### src/rtl/flash_pkg.sv
// Shared definitions for the flash access arbiter: FSM states, flow and
// grant encodings, and the default timeout length.
package flash_pkg;

  typedef enum logic [2:0] {
    IDLE      = 3'd0,
    ISSUE     = 3'd1,
    WAIT_BUSY = 3'd2,
    WAIT_DONE = 3'd3,
    COMPLETE  = 3'd4
  } state_t;

  localparam logic FLOW_READ  = 1'b1;
  localparam logic FLOW_WRITE = 1'b0;

  localparam logic GRANT_WR = 1'b0;
  localparam logic GRANT_RD = 1'b1;

  // 20 ms at 50 MHz
  localparam int DEFAULT_TIMEOUT_CYC = 1000000;

endpackage

### src/rtl/flash_timeout_timer.sv
// Watchdog counter for one flash operation. Counts while enabled and flags
// the cycle in which the count steps onto TIMEOUT_CYC-1.
module flash_timeout_timer
  import flash_pkg::*;
#(
  parameter int TIMEOUT_CYC = DEFAULT_TIMEOUT_CYC
) (
  input  logic CLK_50MHZ,
  input  logic RST,
  input  logic clr,
  input  logic en,
  output logic expired
);

  localparam int CNT_W = $clog2(TIMEOUT_CYC);
  localparam logic [CNT_W-1:0] LAST_STEP = CNT_W'(TIMEOUT_CYC - 2);

  logic [CNT_W-1:0] count;

  // Count cycles spent waiting on the controller; restart on every new issue
  always_ff @(posedge CLK_50MHZ) begin
    if (RST || clr) begin
      count <= '0;
    end else if (en) begin
      count <= count + CNT_W'(1);
    end
  end

  assign expired = en && (count == LAST_STEP);

endmodule

### src/rtl/flash_access_arbiter.sv
// Round-robin arbiter sharing the flash controller between the RS232 write
// path and the display read path. Drives the trigger/status handshake,
// latches read data and flags stalled operations.
module flash_access_arbiter
  import flash_pkg::*;
#(
  parameter int ADDR_W      = 8,
  parameter int DATA_W      = 8,
  parameter int TIMEOUT_CYC = DEFAULT_TIMEOUT_CYC
) (
  input  logic              CLK_50MHZ,
  input  logic              RST,
  input  logic              wr_req,
  input  logic [ADDR_W-1:0] wr_addr,
  input  logic [DATA_W-1:0] wr_data,
  output logic              wr_ack,
  input  logic              rd_req,
  input  logic [ADDR_W-1:0] rd_addr,
  output logic [DATA_W-1:0] rd_data,
  output logic              rd_valid,
  output logic [ADDR_W-1:0] fl_addr,
  output logic [DATA_W-1:0] fl_wdata,
  input  logic [DATA_W-1:0] fl_rdata,
  output logic              fl_flow,
  output logic              fl_trg,
  input  logic              fl_status,
  output logic              err,
  output logic              busy
);

  state_t state, state_n;

  logic              grant, grant_n;
  logic              last_grant, last_grant_n;
  logic              pick;
  logic [ADDR_W-1:0] fl_addr_n;
  logic [DATA_W-1:0] fl_wdata_n;
  logic              fl_flow_n;
  logic [DATA_W-1:0] rd_data_n;
  logic              err_n;
  logic              timer_clr;
  logic              timer_en;
  logic              timer_expired;

  flash_timeout_timer #(
    .TIMEOUT_CYC(TIMEOUT_CYC)
  ) u_timer (
    .CLK_50MHZ(CLK_50MHZ),
    .RST      (RST),
    .clr      (timer_clr),
    .en       (timer_en),
    .expired  (timer_expired)
  );

  // State register
  always_ff @(posedge CLK_50MHZ) begin
    if (RST) begin
      state <= IDLE;
    end else begin
      state <= state_n;
    end
  end

  // Arbitration, handshake sequencing and next values of the latched outputs
  always_comb begin
    state_n      = state;
    grant_n      = grant;
    last_grant_n = last_grant;
    pick         = GRANT_WR;
    fl_addr_n    = fl_addr;
    fl_wdata_n   = fl_wdata;
    fl_flow_n    = fl_flow;
    rd_data_n    = rd_data;
    err_n        = err;
    timer_clr    = 1'b0;
    timer_en     = 1'b0;

    case (state)
      IDLE: begin
        if (wr_req && rd_req) begin
          pick = (last_grant == GRANT_WR) ? GRANT_RD : GRANT_WR;
        end else if (rd_req) begin
          pick = GRANT_RD;
        end else begin
          pick = GRANT_WR;
        end
        if (wr_req || rd_req) begin
          grant_n = pick;
          if (pick == GRANT_RD) begin
            fl_addr_n = rd_addr;
            fl_flow_n = FLOW_READ;
          end else begin
            fl_addr_n  = wr_addr;
            fl_wdata_n = wr_data;
            fl_flow_n  = FLOW_WRITE;
          end
          state_n = ISSUE;
        end
      end

      ISSUE: begin
        timer_clr = 1'b1;
        state_n   = WAIT_BUSY;
      end

      WAIT_BUSY: begin
        timer_en = 1'b1;
        if (fl_status) begin
          state_n = WAIT_DONE;
        end else if (timer_expired) begin
          err_n   = 1'b1;
          state_n = COMPLETE;
        end
      end

      WAIT_DONE: begin
        timer_en = 1'b1;
        if (!fl_status) begin
          if (grant == GRANT_RD) begin
            rd_data_n = fl_rdata;
          end
          state_n = COMPLETE;
        end else if (timer_expired) begin
          err_n   = 1'b1;
          state_n = COMPLETE;
        end
      end

      COMPLETE: begin
        last_grant_n = grant;
        state_n      = IDLE;
      end

      default: begin
        state_n = IDLE;
      end
    endcase
  end

  // Registered outputs; pulses are decoded from the state being entered
  always_ff @(posedge CLK_50MHZ) begin
    if (RST) begin
      grant      <= GRANT_WR;
      last_grant <= GRANT_WR;
      fl_addr    <= '0;
      fl_wdata   <= '0;
      fl_flow    <= FLOW_READ;
      rd_data    <= '0;
      err        <= 1'b0;
      fl_trg     <= 1'b0;
      wr_ack     <= 1'b0;
      rd_valid   <= 1'b0;
      busy       <= 1'b0;
    end else begin
      grant      <= grant_n;
      last_grant <= last_grant_n;
      fl_addr    <= fl_addr_n;
      fl_wdata   <= fl_wdata_n;
      fl_flow    <= fl_flow_n;
      rd_data    <= rd_data_n;
      err        <= err_n;
      fl_trg     <= (state_n == ISSUE);
      wr_ack     <= (state_n == COMPLETE) && (grant_n == GRANT_WR);
      rd_valid   <= (state_n == COMPLETE) && (grant_n == GRANT_RD);
      busy       <= (state_n != IDLE);
    end
  end

endmodule

### config.mk
export PLATFORM = sky130hd
export DESIGN_NAME = flash_access_arbiter
export DESIGN_NICKNAME = d
export VERILOG_FILES = /design/src/rtl/flash_pkg.sv /design/src/rtl/flash_timeout_timer.sv /design/src/rtl/flash_access_arbiter.sv
export SDC_FILE = /design/constraint.sdc
export NUM_CORES = 1
export LEC_CHECK = 0
export ABC_AREA = 1
export ABC_CLOCK_PERIOD_IN_PS = 1800
export CAP_MARGIN = 25
export CORE_ASPECT_RATIO = 1.1
export CORE_UTILIZATION = 49
export DETAILED_ROUTE_END_ITERATION = 12
export GPL_TIMING_DRIVEN = 0
export PLACE_DENSITY = 0.84
export SETUP_SLACK_MARGIN = 0.02
export SLEW_MARGIN = 40
export SYNTH_ARGS = -nofsm -noshare
export SYNTH_HDL_FRONTEND = slang
export SYNTH_HIERARCHICAL = 1
export SYNTH_SLANG_ARGS = --single-unit
### constraint.sdc
create_clock -name CLK_50MHZ -period 1.8 [get_ports CLK_50MHZ]
set_input_delay 0.18 -clock CLK_50MHZ [delete_from_list [all_inputs] [get_ports CLK_50MHZ]]
set_output_delay 0.18 -clock CLK_50MHZ [all_outputs]
set_load 0.05 [all_outputs]
==> impl_metrics.toml, run 1 <==
[floorplanning]
num_rows = 27
io_pins = 67
die_h_um = 79.4
coreArea_sq_um = 5130
initial_core_util_pct = 51.9
dieArea_sq_um = 5740
fp.dieW_um = 72.3

[layout]
mostFrequentLayoutCells = "nand2_1, nor2_1, clkdlybuf4s50_1, dfxtp_1, inv_1"
drive_above_1_share_pct = 11.7
layout.cells.non_filler = 549
area_growth_pct = 35.7
layout_commonest_cell = "nand2_1"
diodes = 0
nets = 515

[clock_tree]
cts_buffer_depth = 2
clock-sinks = 55
cts_tree = "built"
cts.clk_slew.worst_paths_ns = 0.10
clk_latency_ns = 0.31
cts_root_buf = "clkbuf_8"
cts-htree-levels = 2
ctsHoldBuffers = 0
cts_buffers = 5

[setup_path]
critPathMostFrequentCell = "nand2_1"
crit_buf_inv = 4
cpMaxStageDelayCell = "dfxtp_2"
worst_path_largest_cell_delay_ns = 0.33
crit_fanout = 5
start_kind = "flip-flop"
worst_ep_required_time_ns = 2.01
cp_top_family = "simple AND/OR/NAND/NOR gates"
cp.arrival_ns = 1.89
path_class = "reg2reg"
endpoint_kind = "flip-flop"
cp_cell_sequence = "buf_6 -> inv_4 -> nor2_4 -> buf_6 -> nand2_2 -> nor2_2 -> nand3_2 -> nor2_4 -> inv_2 -> nand2_1 -> nand2_1 -> nand2_1 -> nand2_1 -> nand2_1 -> nand3_1"

[global_routing]
first_global_vias = 2506
antenna_found_initial = 0
grt_pass1_wl_um = 10100
gr-total-overflow = 0
grt_max_degree = 19
grtUsageTotal_pct = 22.1

[routing]
drt-wirelength-per-cell_um = 11.1
drc = 0
vias = 2657
vias_per_cell = 4.84
routed_wl_um = 6120
dr.pass1.iters = 4
first_iter_violations = 146
ant_nets = 0

[sta]
final_hold_viol_count = 0
slew_headroom_pct = 65.0
slew_viol_final = 0
period_minus_slack_ns = 1.68
worst_pin_slew_ns = 0.524
fin_crit_sh_pct = 93.3
finalSetupViolations = 0
setup_tns_ns = 0
fmax_mhz = 596
clock_skew_ns = 0.00548

[run]
cap_violations = 0

[synthesis]
yosysWarnings = 6
synth-main-ff-cell = "dfxtp_1"
syn_area_sq_um = 2670
synth_edf_count = 0
ys_seq_area_share_pct = 41.3
yosysUniqueCellTypes = 29
ys_ff_latch = 55
async_reset_ff_share_pct = 0
synthesis.nets = 438
netlist_instances = 399
syn_avg_cell_area_sq_um = 6.68

[placement]
dp.cells = 536
hpwl_um = 4570
gp_congestion = 0.832
portBuffers = 65

[power]
powerDensity_nw_per_um2 = 780
ir_drop_uv = 463
leakagePower_nw = 1.50
fin_total_pwr_mw = 2.82

[worst_hold_path]
hold_path_class = "in2reg"

[run_status]
status = "complete, no violations"
## worst register-to-register path: stages, from the launching register on
cell and delay, ns:
dfxtp_2 0.33, buf_6 0.11, inv_4 0.04, nor2_4 0.11, buf_6 0.12, nand2_2 0.05
nor2_2 0.13, nand3_2 0.10, nor2_4 0.17, inv_2 0.06, nand2_1 0.06, nand2_1 0.05
nand2_1 0.06, nand2_1 0.05, nand2_1 0.07, nand3_1 0.07
## path summary, 6_finish.rpt
path / start / end / slack (ns) / depth (start not counted)
worst max-delay path: state[1] / busy / 0.12 / 15
worst min-delay path: rd_req / fl_addr[7] / 0.30 / 5
worst max register to register: state[1] / busy / 0.12 / 15
worst min register to register: err / err / 0.47 / 2
## what timing repair did
item	in CTS	in global routing
gates cloned	0	0
pin swaps	1	6
setup endpoints to repair	7	7
setup buffers	0	5
resized for setup	2	17
## metal layers
layer	up-vias	global-route usage, %	part of all wire, %
li1	1399	-	-
met4	0	7.06	1.1
met1	1197	22.7	40
met2	54	40.5	52
met5	-	0	0
met3	7	8.76	7.4
## cell usage after synthesis, types with 2 or more instances
master    count  share of area (%)
dfxtp_1      55                 41
buf_4         2               0.56
nand2_1     107                 15
ha_1          2               0.94
inv_1        46                6.5
nor2_1       73                 10
nand4_1       4               0.94
nand3_1      27                5.1
clkbuf_1      3               0.42
nor2_2        5                1.2
inv_2         3               0.42
nand2_2       6                1.4
buf_2         3               0.56
o21ai_0      16                3.0
buf_6         2               0.84
a21oi_1      23                4.3
nor3_1        6                1.1
nor2_4        5                2.1
## cell families after synthesis
| group | synth area share (%) |
|---|---|
| and+or+nand+nor | 40.1 |
| buffers and inverters | 9.29 |
| DFF | 41.3 |
| AOI/OAI and AO/OA | 8.35 |
| adders and majority gates | 0.938 |
## flip-flops by register name, summed over array words and instances, names as in the netlist
| register | count |
|---|---|
| rd_valid | 1 |
| fl_trg | 1 |
| rd_data | 8 |
| fl_wdata | 8 |
| wr_ack | 1 |
| err | 1 |
| fl_flow | 1 |
| u_timer/count | 20 |
| grant | 1 |
| state | 3 |
| last_grant | 1 |
| busy | 1 |
| fl_addr | 8 |
## power by group
part	internal [mW]	switching [mW]
clock	0.422	0.419
combinational	0.265	0.402
sequential	1.28	0.0356
total	1.96	0.856
## metrics by stage
stage	setup WS [ns]	utilization (%)	area (sq um)	hold WS (ns)
CTS	0.0403	68.7	3530	0.293
floorplan	0.176	-	2670	0.344
global placement	-0.0632	66.3	3410	0.442
detailed placement	-0.0651	66.3	3410	0.445
finish	0.121	70.5	3620	0.296
global route	-0.0674	70.5	3620	0.328
## area by class of cell
type | instances | area [sq um]
Fill cell | 437 | 1520
Clock buffer | 5 | 68.8
Buffer | 10 | 73.8
Tap cell | 72 | 90.1
Clock inverter | 3 | 47.5
Timing Repair Buffer | 70 | 688
Inverter | 49 | 186
Multi-Input combinational cell | 285 | 1360
Sequential cell | 55 | 1100
(Power assumes the default switching activity.)
==> run 2, diff against run 1 <==
--- a/config.mk
+++ b/config.mk
@@ -10,6 +10,7 @@
 export CAP_MARGIN = 25
 export CORE_ASPECT_RATIO = 1.1
 export CORE_UTILIZATION = 49
+export CTS_CLUSTER_DIAMETER = 100
 export DETAILED_ROUTE_END_ITERATION = 12
 export GPL_TIMING_DRIVEN = 0
 export PLACE_DENSITY = 0.84
@@ -19,3 +20,4 @@
 export SYNTH_HDL_FRONTEND = slang
 export SYNTH_HIERARCHICAL = 1
 export SYNTH_SLANG_ARGS = --single-unit
+export TNS_END_PERCENT = 100
==> results of run 2 <==
Same layout as run 1: the final DEF is identical, and so are final timing and power.
